`src/rtl/serial_add_pkg.sv`:
```
// Shared definitions for the bit-serial adder: FSM state encoding, default
// operand width and the bit-counter width helper.
package serial_add_pkg;

    // Default operand/sum width
    localparam int SERIAL_ADD_WIDTH = 8;

    // Bit counter must count 0..WIDTH-1
    function automatic int serial_add_cnt_width(input int width);
        serial_add_cnt_width = (width > 2) ? $clog2(width) : 1;
    endfunction

    // Counter width for the default operand width
    localparam int SERIAL_ADD_CNT_WIDTH = serial_add_cnt_width(SERIAL_ADD_WIDTH);

    // Controller states
    typedef enum logic [1:0] {
        ST_IDLE = 2'd0,
        ST_RUN  = 2'd1,
        ST_DONE = 2'd2
    } serial_add_state_e;

endpackage

```
`src/rtl/serial_adder_if.sv`:
```
// Operand/result bundle of the bit-serial adder.
// The optional carry-in is present only when SERIAL_ADD_CIN_EN is defined.
interface serial_adder_if
    import serial_add_pkg::*;
#(
    parameter int WIDTH = SERIAL_ADD_WIDTH
);
    logic             start;
    logic [WIDTH-1:0] a;
    logic [WIDTH-1:0] b;
`ifdef SERIAL_ADD_CIN_EN
    logic             cin;
`endif
    logic             busy;
    logic             done;
    logic [WIDTH-1:0] sum;
    logic             cout;

`ifdef SERIAL_ADD_CIN_EN
    // Requester side: issues operands, observes the result
    modport master (output start, output a, output b, output cin,
                    input busy, input done, input sum, input cout);
    // Adder side
    modport slave  (input start, input a, input b, input cin,
                    output busy, output done, output sum, output cout);
`else
    // Requester side: issues operands, observes the result
    modport master (output start, output a, output b,
                    input busy, input done, input sum, input cout);
    // Adder side
    modport slave  (input start, input a, input b,
                    output busy, output done, output sum, output cout);
`endif

endinterface

```
`src/rtl/FullAdderStructure.sv`:
```
// One-bit full adder cell, built from explicit gate-level equations.
module FullAdderStructure (
    input  logic x,
    input  logic y,
    input  logic cin,
    output logic cout,
    output logic s
);
    logic xy_xor_s;
    logic xy_and_s;
    logic c_and_s;

    assign xy_xor_s = x ^ y;
    assign xy_and_s = x & y;
    assign c_and_s  = xy_xor_s & cin;
    assign s        = xy_xor_s ^ cin;
    assign cout     = xy_and_s | c_and_s;

endmodule

```
`src/rtl/serial_adder.sv`:
```
// Bit-serial WIDTH-bit adder: one full-adder cell, LSB first, registered
// carry feedback. Result = a + b (+ cin when SERIAL_ADD_CIN_EN is defined).
// Latency WIDTH cycles from accepted start to the one-cycle done pulse.
module serial_adder
    import serial_add_pkg::*;
#(
    parameter int WIDTH = SERIAL_ADD_WIDTH
) (
    input  logic           clk,
    input  logic           rst_n,
    serial_adder_if.slave  bus
);
    localparam int                CNT_W    = serial_add_cnt_width(WIDTH);
    localparam logic [CNT_W-1:0]  CNT_LAST = CNT_W'(WIDTH - 1);
    localparam logic [CNT_W-1:0]  CNT_ONE  = CNT_W'(1);

    serial_add_state_e state_r;
    serial_add_state_e state_next_s;

    logic [WIDTH-1:0] sa_r;
    logic [WIDTH-1:0] sb_r;
    logic [WIDTH-1:0] sum_r;
    logic [CNT_W-1:0] cnt_r;
    logic             c_r;
    logic             cout_r;

    logic             fa_s_s;
    logic             fa_cout_s;
    logic             accept_s;
    logic             last_bit_s;
    logic             seed_c_s;
    logic             busy_s;
    logic             done_s;

    // A start is honoured in IDLE and on the edge leaving DONE
    assign accept_s   = bus.start && ((state_r == ST_IDLE) || (state_r == ST_DONE));
    assign last_bit_s = (state_r == ST_RUN) && (cnt_r == CNT_LAST);

`ifdef SERIAL_ADD_CIN_EN
    assign seed_c_s = bus.cin;
`else
    assign seed_c_s = 1'b0;
`endif

    FullAdderStructure u_fa (sa_r[0], sb_r[0], c_r, fa_cout_s, fa_s_s);

    // FSM state register
    always_ff @(posedge clk or negedge rst_n) begin
        if (!rst_n) begin
            state_r <= ST_IDLE;
        end else begin
            state_r <= state_next_s;
        end
    end

    // FSM next-state decode
    always_comb begin
        state_next_s = state_r;
        case (state_r)
            ST_IDLE: begin
                if (bus.start) begin
                    state_next_s = ST_RUN;
                end else begin
                    state_next_s = ST_IDLE;
                end
            end
            ST_RUN: begin
                if (cnt_r == CNT_LAST) begin
                    state_next_s = ST_DONE;
                end else begin
                    state_next_s = ST_RUN;
                end
            end
            ST_DONE: begin
                if (bus.start) begin
                    state_next_s = ST_RUN;
                end else begin
                    state_next_s = ST_IDLE;
                end
            end
            default: begin
                state_next_s = ST_IDLE;
            end
        endcase
    end

    // FSM output decode from the registered state
    always_comb begin
        busy_s = 1'b0;
        done_s = 1'b0;
        case (state_r)
            ST_RUN: begin
                busy_s = 1'b1;
                done_s = 1'b0;
            end
            ST_DONE: begin
                busy_s = 1'b0;
                done_s = 1'b1;
            end
            default: begin
                busy_s = 1'b0;
                done_s = 1'b0;
            end
        endcase
    end

    // Operand shifters, carry, bit counter and result registers
    always_ff @(posedge clk or negedge rst_n) begin
        if (!rst_n) begin
            sa_r   <= {WIDTH{1'b0}};
            sb_r   <= {WIDTH{1'b0}};
            sum_r  <= {WIDTH{1'b0}};
            cnt_r  <= {CNT_W{1'b0}};
            c_r    <= 1'b0;
            cout_r <= 1'b0;
        end else if (accept_s) begin
            sa_r   <= bus.a;
            sb_r   <= bus.b;
            sum_r  <= {WIDTH{1'b0}};
            cnt_r  <= {CNT_W{1'b0}};
            c_r    <= seed_c_s;
            cout_r <= 1'b0;
        end else if (state_r == ST_RUN) begin
            sa_r   <= {1'b0, sa_r[WIDTH-1:1]};
            sb_r   <= {1'b0, sb_r[WIDTH-1:1]};
            sum_r  <= {fa_s_s, sum_r[WIDTH-1:1]};
            cnt_r  <= cnt_r + CNT_ONE;
            c_r    <= fa_cout_s;
            // Final carry must already be visible in the done cycle
            if (last_bit_s) begin
                cout_r <= fa_cout_s;
            end else begin
                cout_r <= cout_r;
            end
        end else begin
            sa_r   <= sa_r;
            sb_r   <= sb_r;
            sum_r  <= sum_r;
            cnt_r  <= cnt_r;
            c_r    <= c_r;
            cout_r <= cout_r;
        end
    end

    assign bus.busy = busy_s;
    assign bus.done = done_s;
    assign bus.sum  = sum_r;
    assign bus.cout = cout_r;

endmodule

```
`src/flat_wrapper.sv`:
```
// flat-port wrapper written by rule: the top's interface ports become plain ports
module serial_adder_flat import serial_add_pkg::*;
#(
    parameter int WIDTH = SERIAL_ADD_WIDTH
)
  (clk, rst_n, bus_start, bus_a, bus_b, bus_busy, bus_done, bus_sum, bus_cout);
  serial_adder_if #(.WIDTH(WIDTH)) bus_i ();
  input  logic clk;
  input  logic rst_n;
  input wire logic [$bits(bus_i.start)-1:0] bus_start;
  input wire logic [$bits(bus_i.a)-1:0] bus_a;
  input wire logic [$bits(bus_i.b)-1:0] bus_b;
  output wire logic [$bits(bus_i.busy)-1:0] bus_busy;
  output wire logic [$bits(bus_i.done)-1:0] bus_done;
  output wire logic [$bits(bus_i.sum)-1:0] bus_sum;
  output wire logic [$bits(bus_i.cout)-1:0] bus_cout;
  assign bus_i.start = bus_start;
  assign bus_i.a = bus_a;
  assign bus_i.b = bus_b;
  assign bus_busy = bus_i.busy;
  assign bus_done = bus_i.done;
  assign bus_sum = bus_i.sum;
  assign bus_cout = bus_i.cout;
  serial_adder #(.WIDTH(WIDTH)) u_core (.clk(clk), .rst_n(rst_n), .bus(bus_i));
endmodule
```
`config.mk`:
```
export PLATFORM = sky130hd
export DESIGN_NAME = serial_adder_flat
export DESIGN_NICKNAME = d
export VERILOG_FILES = /design/src/rtl/serial_add_pkg.sv /design/src/rtl/serial_adder_if.sv /design/src/rtl/FullAdderStructure.sv /design/src/rtl/serial_adder.sv /design/src/flat_wrapper.sv
export SDC_FILE = /design/constraint.sdc
export NUM_CORES = 1
export LEC_CHECK = 0
export ABC_AREA = 1
export CAP_MARGIN = 20
export CORE_MARGIN = 4
export CORE_UTILIZATION = 40
export DETAILED_ROUTE_END_ITERATION = 7
export PLACE_DENSITY_LB_ADDON = 0.05
export SLEW_MARGIN = 15
export SYNTH_ARGS = -nofsm -noshare
export SYNTH_HDL_FRONTEND = slang
export SYNTH_SLANG_ARGS = --single-unit
```
`constraint.sdc`:
```
create_clock -name clk -period 1.2 [get_ports clk]
set_input_delay 0.36 -clock clk [delete_from_list [all_inputs] [get_ports clk]]
set_output_delay 0.36 -clock clk [all_outputs]
set_load 0.01 [all_outputs]
```
==> reports/qor.csv <==
stage;metric;value;unit
timing;RSZ-0062 raised after global routing;yes;
yosys;Mapped Area;1480;um^2
power_and_ir_drop;worst vdd ir;1210;uV
yosys;Synth cell types;19;
timing;fin worst setup slack;-0.113;ns
drt;DR pass1 iterations;4;
drt;routed len/inst;11.5;um
drt;post-route ant nets;0;
layout;n_diodes;0;
clock_tree;clk slew on worst S/H paths;0.07;ns
timing;final setup vio count;2;
clock_tree;CTS tree;yes;
drt;Iter 0 DRT Violations;58;
worst_setup_path;reg2reg start;u_core.cnt_r[0]$_DFFE_PN0P_;
worst_setup_path;Critical R2R Capture;u_core.bus.cout$_DFFE_PN0P_;
die;core area;3440;um^2
timing;Final Hold Viols;0;
timing;final worst-path cycle share;1.09;
clock_tree;Clock Path Buffers;2;
die;io pins;30;
yosys;Async SR Flop Fraction;1.00;
status;failing checks;negative setup slack;
placed_design;placed insts;252;
global_route;initial antenna violation count;0;
drt;Routed WL;3060;um
layout;layout cells sized above 1;0.249;
die;Die Area;4730;um^2
timing;Max-slew headroom;0.858;
worst_setup_path;WP data arrival;0.95;ns
power_and_ir_drop;Lkg Pwr;1.06;nW
timing;Hold WS;0.434;ns
clock_tree;CTS buffer count;5;
timing;Worst-Margin Slew;0.214;ns
timing;maximum clock rate;762;MHz
global_route;largest net degree at the start of global routing;34;
yosys;top cell type's share of synthesized area;0.525;
power_and_ir_drop;Flop pwr share;0.356;
yosys;synthesized netlist cell count;169;
die;Starting Density;0.429;
drt;Via density;4.64;
global_route;met1 usage;0.184;
worst_setup_path;FF-to-FF setup slack;0.04;ns
yosys;Synth Flop Type;dfrtp_1;
clock_tree;root buffer cell;clkbuf_8;
timing;Final Max Slew Viols;0;
worst_setup_path;Worst setup EP type;primary output;
global_route;global route hottest layer;met2;
placed_design;hpwl dp;2080;um
layout;Area growth syn-to-layout;36.1;%
yosys;cell type with the largest total area after synthesis;dfrtp_1;
yosys;Post-synth EDFFs;0;
clock_tree;clk_lat worst skew;0.28;ns
timing;final setup TNS;-0.208;ns
die;Rows;21;
worst_setup_path;crit start category;flip-flop;
timing;Final Skew;0.00604;ns
worst_setup_path;Critical Path RT;0.84;ns
die;die width;68.8;um
yosys;post-synthesis register bit count;31;
global_route;grt ovf;0;
power_and_ir_drop;combinational share of power;0.486;
worst_hold_path;HP Class;in -> async;
global_route;Total GRT Usage;0.159;
yosys;commonest cells in the synthesized netlist;nand2_1 (61), nand3_1 (41), dfrtp_1 (31);
worst_setup_path;crit-path max FO;2;
power_and_ir_drop;pwr dens;2480;nW/um^2
power_and_ir_drop;sw frac;0.382;
status;run status;complete, but fails checks;
global_route;first-pass GRT wire length;5530;um
layout;final net count;242;
yosys;Net Count, Synth;191;
yosys;Area contributors post-synth;dfrtp_1 (52%), nand2_1 (15%), nand3_1 (14%);
worst_setup_path;cells on worst reg2reg path;6;
clock_tree;# hold bufs at CTS;0;
placed_design;GP Congestion;0.739;
placed_design;dpl cell area;1910;um^2
global_route;vias in the first global route;1293;
yosys;Ys Warns;0;
yosys;Seq/Total Area, Yosys;0.525;
worst_setup_path;Crit Path Class;reg -> out;
power_and_ir_drop;Psw;1.90;mW
global_route;met2 usage;0.272;
clock_tree;# H-tree levels;2;
layout;fin cells;267;
power_and_ir_drop;total power draw;4.98;mW
yosys;most frequent cell after synthesis;nand2_1;
power_and_ir_drop;P_int;3.07;mW
flow_run;Max Cap Viol;0;
yosys;Avg Cell Area, Syn;8.74;um^2
global_route;met3 usage;0.0648;
drt;vias;1240;
power_and_ir_drop;Clk network pwr share;0.158;
placed_design;port buffer count;29;
die;die height;68.8;um
clock_tree;Sink Count;31;
timing;crit path time final;1.31;ns
layout;final instance area;2010;um^2
drt;drt drc;0;
==> worst max path at each step <==
stage / to / startpoint / slack, ns
2_1_floorplan: u_core.bus.cout$_DFFE_PN0P_ / u_core.sa_r[0]$_DFFE_PN0P_ / 0.07
3_3_place_gp: u_core.sa_r[4]$_DFFE_PN0P_ / bus_start / -0.29
3_5_place_dp: u_core.cnt_r[0]$_DFFE_PN0P_ / bus_start / -0.31
4_1_cts: bus_done / u_core.state_r[1]$_DFF_PN0_ / -0.12
5_1_grt: bus_busy / u_core.state_r[0]$_DFF_PN0_ / -0.15
6_report: bus_done / u_core.state_r[1]$_DFF_PN0_ / -0.11
==> registers in the layout, indices dropped and copies added, names as in the netlist <==
signal           count
u_core.c_r           1
u_core.sb_r          8
u_core.sa_r          8
u_core.bus.sum       8
u_core.bus.cout      1
u_core.cnt_r         3
u_core.state_r       2
==> cells by family after synthesis <==
kind of cell	Yosys count	synth area share
AND/OR/NAND/NOR	109	0.330
buffers and inverters	21	0.0923
adder cells (fa/ha/maj)	3	0.0305
AO/OA/AOI/OAI	5	0.0220
flip-flops	31	0.525
==> worst max-delay path, cell delays in order, from the launching register on <==
cell     delay [ns]
dfrtp_1        0.40
inv_2          0.06
nor2_1         0.08
buf_2          0.13
==> metal layers <==
metal / vias to the layer above / wire (um)
li1: 641 / -
met1: 567 / 1380
met2: 27 / 1470
met3: 5 / 175
met4: 0 / 34
met5: - / 0
==> cell type report <==
cell class / instances / area [um^2]
clock inverters: 3 / 15.0
well taps: 46 / 57.6
clock buffers: 5 / 68.8
multi-input cells: 117 / 584
inverters: 11 / 43.8
flip-flops and latches: 31 / 776
repair buffers: 54 / 465
fillers: 349 / 1430
==> metrics by stage <==
step           utilization  setup WS, ns
2_1_floorplan            -        0.0726
3_3_place_gp         0.554        -0.291
5_1_grt              0.584        -0.152
6_report             0.584        -0.113
4_1_cts              0.573        -0.119
3_5_place_dp         0.554        -0.314
==> layout by cell type, fill, tap and decap left out, types with 2 or more instances in the layout <==
cell type and n:
clkinv_2 3, nor2_1 2, nand3_1 41, nor2_4 2
o21ai_0 3, dfrtp_1 31, buf_4 22, buf_12 3
clkdlybuf4s50_1 17, buf_2 10, clkbuf_8 5, inv_2 2
nand2_1 61, inv_1 8
==> power by group through the flow <==
stage	Sequential [mW]	Combinational (mW)	Clock (mW)
2_1_floorplan	1.81	1.47	0
3_3_place_gp	1.78	2.32	0
3_5_place_dp	1.79	2.38	0
4_1_cts	1.77	2.35	0.819
5_1_grt	1.82	2.78	0.876
6_report	1.77	2.42	0.788
==> what timing repair did <==
item / in CTS / in global routing
pin swaps: 0 / 1
buffers inserted: 3 / 4
resized for setup: 47 / 4
setup endpoints to repair: 23 / 28
No activity file was read; power rests on OpenSTA's default activity.
